**config.mk**
```make
export PLATFORM = sky130hd
export DESIGN_NAME = eight_bit_alu_flat
export DESIGN_NICKNAME = d
export VERILOG_FILES = /design/src/rtl/eight_bit_alu_if.sv /design/src/rtl/eight_bit_alu.sv /design/src/flat_wrapper.sv
export SDC_FILE = /design/constraint.sdc
export NUM_CORES = 1
export LEC_CHECK = 0
export BUFFER_PORTS_ARGS = -buffer_cell sky130_fd_sc_hd__buf_4
export CAP_MARGIN = 40
export CORE_AREA = 2 2 64 66
export CTS_CLUSTER_DIAMETER = 150
export DETAILED_ROUTE_END_ITERATION = 10
export DIE_AREA = 0 0 66 68
export GPL_TIMING_DRIVEN = 1
export PLACE_DENSITY_LB_ADDON = 0.2
export SETUP_SLACK_MARGIN = 0.2
export SYNTH_ARGS = -nofsm -noshare
export SYNTH_HDL_FRONTEND = slang
export SYNTH_SLANG_ARGS = --single-unit
```
**constraint.sdc**
```tcl
create_clock -name clk -period 2.2 [get_ports clk]
set_input_delay 0.22 -clock clk [delete_from_list [all_inputs] [get_ports clk]]
set_output_delay 0.22 -clock clk [all_outputs]
set_load 0.005 [all_outputs]
```
**src/rtl/eight_bit_alu_if.sv**
```systemverilog
// eight_bit_alu_if: bundles the ALU operand/opcode inputs and its registered
// result/flag outputs.
//   master : decode stage (drives in_valid, operand_A, operand_B, alu_control;
//            observes result, out_valid and flags)
//   slave  : the ALU itself (the reverse directions)
interface eight_bit_alu_if;
  logic       in_valid;
  logic [7:0] operand_A;
  logic [7:0] operand_B;
  logic [2:0] alu_control;
  logic [7:0] result;
  logic       out_valid;
  logic       zero;
  logic       carry;
  logic       negative;
  logic       overflow;

  modport master (
    output in_valid, operand_A, operand_B, alu_control,
    input  result, out_valid, zero, carry, negative, overflow
  );

  modport slave (
    input  in_valid, operand_A, operand_B, alu_control,
    output result, out_valid, zero, carry, negative, overflow
  );
endinterface

```
**src/rtl/eight_bit_alu.sv**
```systemverilog
// eight_bit_alu: registered 8-bit ALU for the CPU datapath.
// Computes PASS_B, ADD, SUB, AND, OR, XOR, PASS_A (and 111 -> zero) on the
// accumulator (operand_A) and the zero-extended immediate (operand_B).
// All outputs are registered with one cycle of latency.
// Ports:
//   clk   : system clock, rising edge
//   reset : synchronous active-high; result=0, zero=1, other flags/out_valid=0
//   bus   : eight_bit_alu_if.slave (inputs in_valid/operands/opcode,
//           outputs result/out_valid/zero/carry/negative/overflow)
module eight_bit_alu (
  input  logic                 clk,
  input  logic                 reset,
  eight_bit_alu_if.slave       bus
);

  typedef enum logic [2:0] {
    OP_PASS_B = 3'b000,
    OP_ADD    = 3'b001,
    OP_SUB    = 3'b010,
    OP_AND    = 3'b011,
    OP_OR     = 3'b100,
    OP_XOR    = 3'b101,
    OP_PASS_A = 3'b110,
    OP_HLT    = 3'b111
  } alu_op_e;

  alu_op_e    op;
  logic [8:0] sum;
  logic [8:0] diff;
  logic [7:0] res_new;
  logic       carry_new;
  logic       ovf_new;

  logic [7:0] result_d,   result_q;
  logic       zero_d,     zero_q;
  logic       carry_d,    carry_q;
  logic       negative_d, negative_q;
  logic       overflow_d, overflow_q;
  logic       out_valid_d, out_valid_q;

  assign op = alu_op_e'(bus.alu_control);

  // 9-bit forms: sum[8] is the carry-out, diff[8] is the borrow (A < B).
  assign sum  = {1'b0, bus.operand_A} + {1'b0, bus.operand_B};
  assign diff = {1'b0, bus.operand_A} - {1'b0, bus.operand_B};

  always_comb begin
    res_new   = '0;
    carry_new = 1'b0;
    ovf_new   = 1'b0;
    unique case (op)
      OP_PASS_B: res_new = bus.operand_B;
      OP_ADD: begin
        res_new   = sum[7:0];
        carry_new = sum[8];
        ovf_new   = (bus.operand_A[7] == bus.operand_B[7]) &&
                    (sum[7] != bus.operand_A[7]);
      end
      OP_SUB: begin
        res_new   = diff[7:0];
        carry_new = diff[8];
        ovf_new   = (bus.operand_A[7] != bus.operand_B[7]) &&
                    (diff[7] != bus.operand_A[7]);
      end
      OP_AND:    res_new = bus.operand_A & bus.operand_B;
      OP_OR:     res_new = bus.operand_A | bus.operand_B;
      OP_XOR:    res_new = bus.operand_A ^ bus.operand_B;
      OP_PASS_A: res_new = bus.operand_A;
      OP_HLT:    res_new = '0;
      default:   res_new = '0;
    endcase
  end

  // Outputs load only on a valid cycle and otherwise hold; out_valid simply
  // tracks whether this edge loaded new values.
  always_comb begin
    result_d    = result_q;
    zero_d      = zero_q;
    carry_d     = carry_q;
    negative_d  = negative_q;
    overflow_d  = overflow_q;
    out_valid_d = bus.in_valid;
    if (bus.in_valid) begin
      result_d   = res_new;
      zero_d     = (res_new == 8'h00);
      carry_d    = carry_new;
      negative_d = res_new[7];
      overflow_d = ovf_new;
    end
  end

  always_ff @(posedge clk) begin
    if (reset) begin
      result_q    <= '0;
      zero_q      <= 1'b1;
      carry_q     <= 1'b0;
      negative_q  <= 1'b0;
      overflow_q  <= 1'b0;
      out_valid_q <= 1'b0;
    end else begin
      result_q    <= result_d;
      zero_q      <= zero_d;
      carry_q     <= carry_d;
      negative_q  <= negative_d;
      overflow_q  <= overflow_d;
      out_valid_q <= out_valid_d;
    end
  end

  assign bus.result    = result_q;
  assign bus.zero      = zero_q;
  assign bus.carry     = carry_q;
  assign bus.negative  = negative_q;
  assign bus.overflow  = overflow_q;
  assign bus.out_valid = out_valid_q;

endmodule

```
**src/flat_wrapper.sv**
```systemverilog
// flat-port wrapper written by rule: the top's interface ports become plain ports
module eight_bit_alu_flat 
  (clk, reset, bus_in_valid, bus_operand_A, bus_operand_B, bus_alu_control, bus_result, bus_out_valid, bus_zero, bus_carry, bus_negative, bus_overflow);
  eight_bit_alu_if bus_i ();
  input  logic clk;
  input  logic reset;
  input wire logic [$bits(bus_i.in_valid)-1:0] bus_in_valid;
  input wire logic [$bits(bus_i.operand_A)-1:0] bus_operand_A;
  input wire logic [$bits(bus_i.operand_B)-1:0] bus_operand_B;
  input wire logic [$bits(bus_i.alu_control)-1:0] bus_alu_control;
  output wire logic [$bits(bus_i.result)-1:0] bus_result;
  output wire logic [$bits(bus_i.out_valid)-1:0] bus_out_valid;
  output wire logic [$bits(bus_i.zero)-1:0] bus_zero;
  output wire logic [$bits(bus_i.carry)-1:0] bus_carry;
  output wire logic [$bits(bus_i.negative)-1:0] bus_negative;
  output wire logic [$bits(bus_i.overflow)-1:0] bus_overflow;
  assign bus_i.in_valid = bus_in_valid;
  assign bus_i.operand_A = bus_operand_A;
  assign bus_i.operand_B = bus_operand_B;
  assign bus_i.alu_control = bus_alu_control;
  assign bus_result = bus_i.result;
  assign bus_out_valid = bus_i.out_valid;
  assign bus_zero = bus_i.zero;
  assign bus_carry = bus_i.carry;
  assign bus_negative = bus_i.negative;
  assign bus_overflow = bus_i.overflow;
  eight_bit_alu u_core (.clk(clk), .reset(reset), .bus(bus_i));
endmodule
```
==> results of run 1 <==
==> power by group through the flow <==
stage | combinational [uW] | sequential (uW) | clock, uW
after global placement | 478 | 248 | 0
after floorplan | 304 | 249 | 0
after detailed placement | 483 | 248 | 0
after CTS | 488 | 244 | 246
after global routing | 560 | 246 | 251
final | 508 | 244 | 243
==> flip-flops by register name, indices dropped and copies added (netlist names) <==
name	count
u_core.bus.carry	1
u_core.bus.negative	1
u_core.bus.out_valid	1
u_core.bus.overflow	1
u_core.bus.result	7
u_core.bus.zero	1
==> stage by stage <==
step                power, uW  util [%]  cells  setup WS [ns]
finish                  995.4     63.79    350         0.1560
global route             1057     63.79    350        0.08294
global placement        725.7     60.58    344        -0.1373
detailed placement      730.9     60.58    344        -0.1698
floorplan               553.0         -    248        0.07501
CTS                     977.9     62.39    349         0.1690
==> cells in the mapped netlist, drive strengths merged, types with 3 or more instances <==
library cell	instances	area, um^2
nor2b	4	25.02
nand3	4	20.02
a31oi	4	25.02
dfxtp	12	240.2
nand2	11	41.29
a21o	3	22.52
o31ai	3	27.52
buf	10	66.31
nor2	34	127.6
a311oi	3	26.28
o211ai	4	35.03
nor3	6	30.03
clkbuf	7	26.28
and3	3	23.77
xnor2	5	43.79
nor3b	4	35.03
o21ai	8	40.03
nand2b	7	51.30
mux2i	6	60.06
nand3b	3	22.52
ha	24	300.3
a21oi	22	110.1
a211oi	5	42.54
inv	21	78.83
==> worst max-delay path by stage <==
stage               slack, ns         endpoint  cells past startpoint              from
floorplan                0.08  u_core.bus.zero                     10  bus_operand_A[0]
global placement        -0.14  u_core.bus.zero                     11  bus_operand_A[0]
detailed placement      -0.17  u_core.bus.zero                     11  bus_operand_A[0]
CTS                      0.17  u_core.bus.zero                     10  bus_operand_B[0]
global route             0.08  u_core.bus.zero                     11  bus_operand_B[0]
finish                   0.16  u_core.bus.zero                     10  bus_operand_B[0]
==> routing by layer <==
layer | GRT usage, % | up-vias | share of wire, %
li1 | - | 989 | -
met1 | 31.08 | 897 | 44
met2 | 39.77 | 66 | 50
met3 | 2.961 | 9 | 5.1
met4 | 6.633 | 0 | 1.8
met5 | 0 | - | 0
==> critical path, cell delays in order <==
cell and delay [ns]:
buf_4 0.13, ha_4 0.16, fa_2 0.35, or3_4 0.35, and3_4 0.18, mux2i_1 0.11, o32a_1 0.34, nor2_1 0.11
nand3_1 0.09, o31ai_2 0.17
==> cell usage in the layout, fill, tap and decap left out, types with 3 or more instances in the layout <==
master | synthesis | final
buf_4 | 4 | 64
nor2_1 | 34 | 33
ha_1 | 24 | 21
inv_1 | 21 | 20
a21oi_1 | 22 | 20
dfxtp_1 | 12 | 12
nand2_1 | 11 | 11
nand2b_1 | 6 | 6
mux2i_1 | 6 | 6
o21ai_0 | 7 | 5
nor3_1 | 6 | 5
xnor2_1 | 5 | 5
a31oi_1 | 4 | 4
nor2b_1 | 4 | 4
clkbuf_8 | 0 | 4
a21o_1 | 3 | 3
a311oi_1 | 3 | 3
nand3_1 | 4 | 3
o211ai_1 | 3 | 3
o21ai_1 | 1 | 3
nor3b_1 | 3 | 3
nand3b_1 | 3 | 3
a211oi_1 | 4 | 3
==> area by class of cell <==
cell class,instances,area (um^2),area share [%]
inverter,21,91.34,3.713
multi-input combinational,198,1515,61.60
tap,50,62.56,2.543
timing repair buffer,65,495.5,20.14
clock buffer,4,55.05,2.238
sequential,12,240.2,9.766
==> what timing repair did <==
| action | 4_1_cts | 5_1_grt |
|---|---|---|
| buffers inserted | 1 | 1 |
| cloned | 0 | 0 |
| setup endpoints to repair | 2 | 4 |
| gates resized for setup | 2 | 9 |
| pin swaps | 4 | 2 |
| endpoints found under the hold margin | 0 | 0 |
==> cell families after synthesis <==
group / Yosys count / share of synthesized area, %
and+or+nand+nor: 84 / 23.90
AOI/OAI and AO/OA: 75 / 28.71
buffers and inverters: 38 / 9.276
adders and majority gates: 26 / 18.42
DFF: 12 / 13.00
muxes: 7 / 3.859
xor gates and xnor gates: 6 / 2.844
==> results.md, run 1 <==
- Status: finished, final reports clean
- Final count of hold timing violations: 0
- Fraction of power consumed by the clock network: roughly 24%
- Clock network latency to the later pin of the worst-skew pair: roughly 0.24 ns
- Number of synthesized register bits: 12
- Iteration count of the initial detailed-routing pass: 5
- Worst-case vdd ir drop: 0.2426 mV
- Number of placement rows: 23
- Post-Synthesis Mean Instance Area: around 7.5 um^2
- Reg2Reg Depth: 2
- Worst min-delay path class: input pin to register
- Synthesized area: 1848 um^2
- Reg2reg end: u_core.bus.zero
- Post-detailed-routing wire length: 5.119 mm
- Die span in y: 68 um
- Beginning of the worst register-to-register path: u_core.bus.zero
- Number of global-route vias before repair: 1737
- Max Slew Vio Count: 0
- Total placed instance area: roughly 2300 um^2
- Die extent in x: 66 um
- Top fanout value on the critical path: 3
- Final weighted congestion in routability-driven placement: 0.9355
- Number of nets still failing antenna checks after routing: 0
- Number of inserted diodes: 0
- Detailed-route DRC error count: 0
- Total internal power: 647.9 uW
- Number of hold-repair buffers added at the cts stage: 0
- Critical path endpoint category: register
- Worst-path clk slew: 0.05 ns
- GRT Total Usage: a little under a quarter
- Cells after synthesis: 248
- Logic gate share of total power: 51.1%
- Area of the die: 4488 um^2
- Sequential fraction of the synthesis area: 13.00%
- Clock tree from TritonCTS: done
- Starting Density: 47.92%
- Reported leakage power: 0.001132 uW
- Final setup TNS: 0 ns
- Maximum number of pins on one net before global-route repair: 32
- Origin of the worst min-delay path: reset
- Most used flip-flop cell after synthesis: dfxtp_1
- Post-route standard cell area excluding fillers: about 2500 um^2
- Worst Clk Skew: 0 ns
- Sort of element at the start of the critical path: input pin
- Drt initial violations: 117
- Final worst path period need: 2.044 ns
- R2R setup slack: 1.50 ns
- Vias: 1961
- GRT Residual Overflow: 0
- Worst hold endpoint: u_core.bus.result[0]
- Arrival time reported for the critical path endpoint: 2.21 ns
- Fraction of layout cells with a size suffix above 1: 31.33%
- Part of the power in registers: 24.5%
- Num CTS Buffers: 3
- Highest clock frequency the design can meet: ~490 MHz
- Number of antenna violations at the first check in global routing: 0
- Setup CP Type: input pin to register
- Wire length of the first global-routing pass: 8.135 mm
- Switching Share: 34.91%
- Required time of the critical path: 2.37 ns
- Max_cap viols: 0
- Yosys cell types: 58
- Hold Crit Depth: 2
- Worst slack on hold paths: 0.2389 ns
- Placed wire-length estimate: slightly below 4 mm
- Unrepaired setup endpoints after global routing: true
- CTS sink count: 12
- Net Count, Synth: 296
- Area grow syn2layout: 33.11%
- Setup Viol. Count Final: 0
- Pwr Density: around 400 nW/um^2
- Synthesis Warnings: 0
- Actual slew at the worst max-slew pin: roughly 0.37 ns
- Post-DR wirelength/cell: 14.63 um
- Buffer depth of the longest clock path: 2
- Port Buffer Count: 34
- Post-synth EDFFs: 0
- FFs w/ async S/R, synth: 0%
- CORE AREA: 3856 um^2
- Final nets: 349
- Switching power summed over all nets: 347.5 uW
- Max-Slew Margin vs Limit: 75.35%
- CTS H-tree depth: 1
- Ratio of final minimum period to clock period: 92.91%
- Clock Tree Root: clkbuf_8
- Top-Level Pins: 35
- Number of vias per cell: 5.603
- Number of inserted filler cells in the final layout: 373
(Power assumes the default switching activity.)
==> run 2: changes to the inputs <==
CELL_PAD_IN_SITES_DETAIL_PLACEMENT = 0   (was not set)
CELL_PAD_IN_SITES_GLOBAL_PLACEMENT = 1   (was not set)
CORE_AREA = 2 2 74 76   (was 2 2 64 66)
DIE_AREA = 0 0 76 78   (was 0 0 66 68)
HOLD_SLACK_MARGIN = 0.02   (was not set)
==> results.md, run 2 (same netlist as run 1, synthesis figures left out) <==
- Finished Layout Cells: 372 (+6.3%)
- Status: finished, final reports clean
- Ratio of final minimum period to clock period: 90.40% (-2.5 points)
- Final core area utilization: 49.31% (-14 points)
- Top fanout value on the critical path: 3 (unchanged)
- Die span in y: 78 um (+15%)
- CTS H-tree depth: 1 (unchanged)
- Unrepaired setup endpoints after global routing: true
- Reg2reg end: u_core.bus.zero
- Number of global-route vias before repair: 1834 (+5.6%)
- Worst min-delay path class: input pin to register
- Number of hold-repair buffers added at the cts stage: 0 (unchanged)
- Clock tree from TritonCTS: done
- Detailed-route DRC error count: 0 (unchanged)
- Number of placed instances with taps included: 367 (+6.7%)
- Number of antenna violations at the first check in global routing: 0 (unchanged)
- Clock network latency to the later pin of the worst-skew pair: 0.24 ns (about the same)
- Wire length of the first global-routing pass: 8.735 mm (+7.4%)
- Reg2Reg Depth: 2 (unchanged)
- Origin of the worst min-delay path: reset
- Final nets: 351 (+0.57%)
- Area used by sequential logic in the layout: 240.2 um^2 (unchanged)
- Reported leakage power: 0.001133 uW (about the same)
- Worst hold endpoint: u_core.bus.result[6]
- Area grow syn2layout: 34.53%
- Highest-count cells in the layout ignoring fill and taps: buf_4 (66), nor2_1 (33), ha_1 (21), inv_1 (20), a21oi_1 (20)
- Area occupied by multi-input gates: 1505 um^2 (-0.66%)
- Worst Clk Skew: 0 ns (unchanged)
- Required time of the critical path: 2.36 ns (about the same)
- Actual slew at the worst max-slew pin: 0.5012 ns (+0.1322 ns)
- Die extent in x: 76 um (+15%)
- Maximum number of pins on one net before global-route repair: 32 (unchanged)
- Worst-case vdd ir drop: 0.3054 mV (+26%)
- Placed wire-length estimate: 4.237 mm (+8.7%)
- Iteration count of the initial detailed-routing pass: 4 (-1)
- Vias: 1913 (-2.4%)
- Max Slew Vio Count: 0 (unchanged)
- Fraction of layout cells with a size suffix above 1: 31.46% (+0.12 points)
- Number of flip-flops under the largest register name: 7 (unchanged)
- Number of inserted filler cells in the final layout: 523 (+40%)
- Clock Tree Root: clkbuf_8
- Starting Density: 36.65% (-11 points)
- Post-detailed-routing wire length: 5.386 mm (+5.2%)
- Most common cell after layout, fill and taps aside: buf_4
- CORE AREA: 5042 um^2 (+31%)
- Number of nets still failing antenna checks after routing: 0 (unchanged)
- Highest clock frequency the design can meet: 502.8 MHz (+2.8%)
- Total design power: 995.8 uW (about the same)
- Critical path endpoint category: register
- Worst-path clk slew: 0.05 ns (about the same)
- Final worst path period need: 1.989 ns (-0.05523 ns)
- Setup Viol. Count Final: 0 (unchanged)
- Setup CP Type: input pin to register
- Number of vias per cell: 5.142 (-8.2%)
- Buffer depth of the longest clock path: 2 (unchanged)
- Final count of hold timing violations: 0 (unchanged)
- Hold Crit Depth: 2 (unchanged)
- Top-Level Pins: 35 (unchanged)
- Max_cap viols: 0 (unchanged)
- CTS sink count: 12 (unchanged)
- Post-DR wirelength/cell: 14.48 um (-1.0%)
- Sort of element at the start of the critical path: input pin
- Pwr Density: 400.5 nW/um^2 (-1.0%)
- GRT Total Usage: 18.12% (-5.2 points)
- Num CTS Buffers: 3 (unchanged)
- Final setup TNS: 0 ns (unchanged)
- Drt initial violations: 112 (-4.3%)
- Beginning of the worst register-to-register path: u_core.bus.zero
- Final weighted congestion in routability-driven placement: 0.8385 (-10%)
- R2R setup slack: 1.52 ns (+0.02 ns)
- Area of the die: 5928 um^2 (+32%)
- Max-Slew Margin vs Limit: 66.44% (-8.9 points)
- Number of inserted diodes: 0 (unchanged)
- Arrival time reported for the critical path endpoint: 2.15 ns (-0.06 ns)
- Port Buffer Count: 34 (unchanged)
- GRT Residual Overflow: 0 (unchanged)
- Number of placement rows: 26 (+13%)
- Worst slack on hold paths: 0.2385 ns (-0.0003550 ns)
==> run 2: metrics by stage <==
step	instance area, um^2	worst slack (ns)
finish	2486	0.2112
global route	2486	0.1470
CTS	2452	0.1923
detailed placement	2384	-0.1726
global placement	2384	-0.1522
floorplan	1893	0.07501
==> run 2: report_power, final <==
part	total [uW]	switching [uW]	internal, uW
combinational	512	253	259
sequential	243	8.44	235
clock	241	82.8	158
total	996	344	651
==> run 2: worst max-delay path, cell delays in order <==
cell and delay (ns):
buf_6 0.11, inv_12 0.03, ha_4 0.15, fa_2 0.34, or3_4 0.34, and3_4 0.18
mux2i_1 0.11, o32a_1 0.30, nor2_1 0.10, nand3_1 0.09, o31ai_2 0.17
==> run 2: layer usage <==
metal  GRT usage, %  wire length (um)  vias up
met3          2.907               141        4
met1          23.15              2602      889
li1               -                 -      992
met5              0                 0        -
met4          1.818                31        0
met2          33.21              2610       28
==> run 2: how the worst max path moves through the flow <==
stage | end | startpoint | slack, ns
after global placement | u_core.bus.zero | bus_operand_A[0] | -0.15
after global routing | u_core.bus.zero | bus_operand_A[0] | 0.15
after CTS | u_core.bus.zero | bus_operand_A[0] | 0.19
final | u_core.bus.zero | bus_operand_A[0] | 0.21
after floorplan | u_core.bus.zero | bus_operand_A[0] | 0.08
after detailed placement | u_core.bus.zero | bus_operand_A[0] | -0.17
==> run 2: layout make-up <==
class                   count  share of cell area [%]
well taps                  70                   3.523
repair buffers             67                   20.38
multi-input cells         198                   60.54
inverters                  21                   3.674
clock buffers               4                   2.214
flip-flops and latches     12                   9.663
==> run 2: repair_timing <==
item	4_1_cts	5_1_grt
buffers inserted	1	0
resized for setup	2	7
endpoints found under the setup margin	3	5
pin swaps	4	3
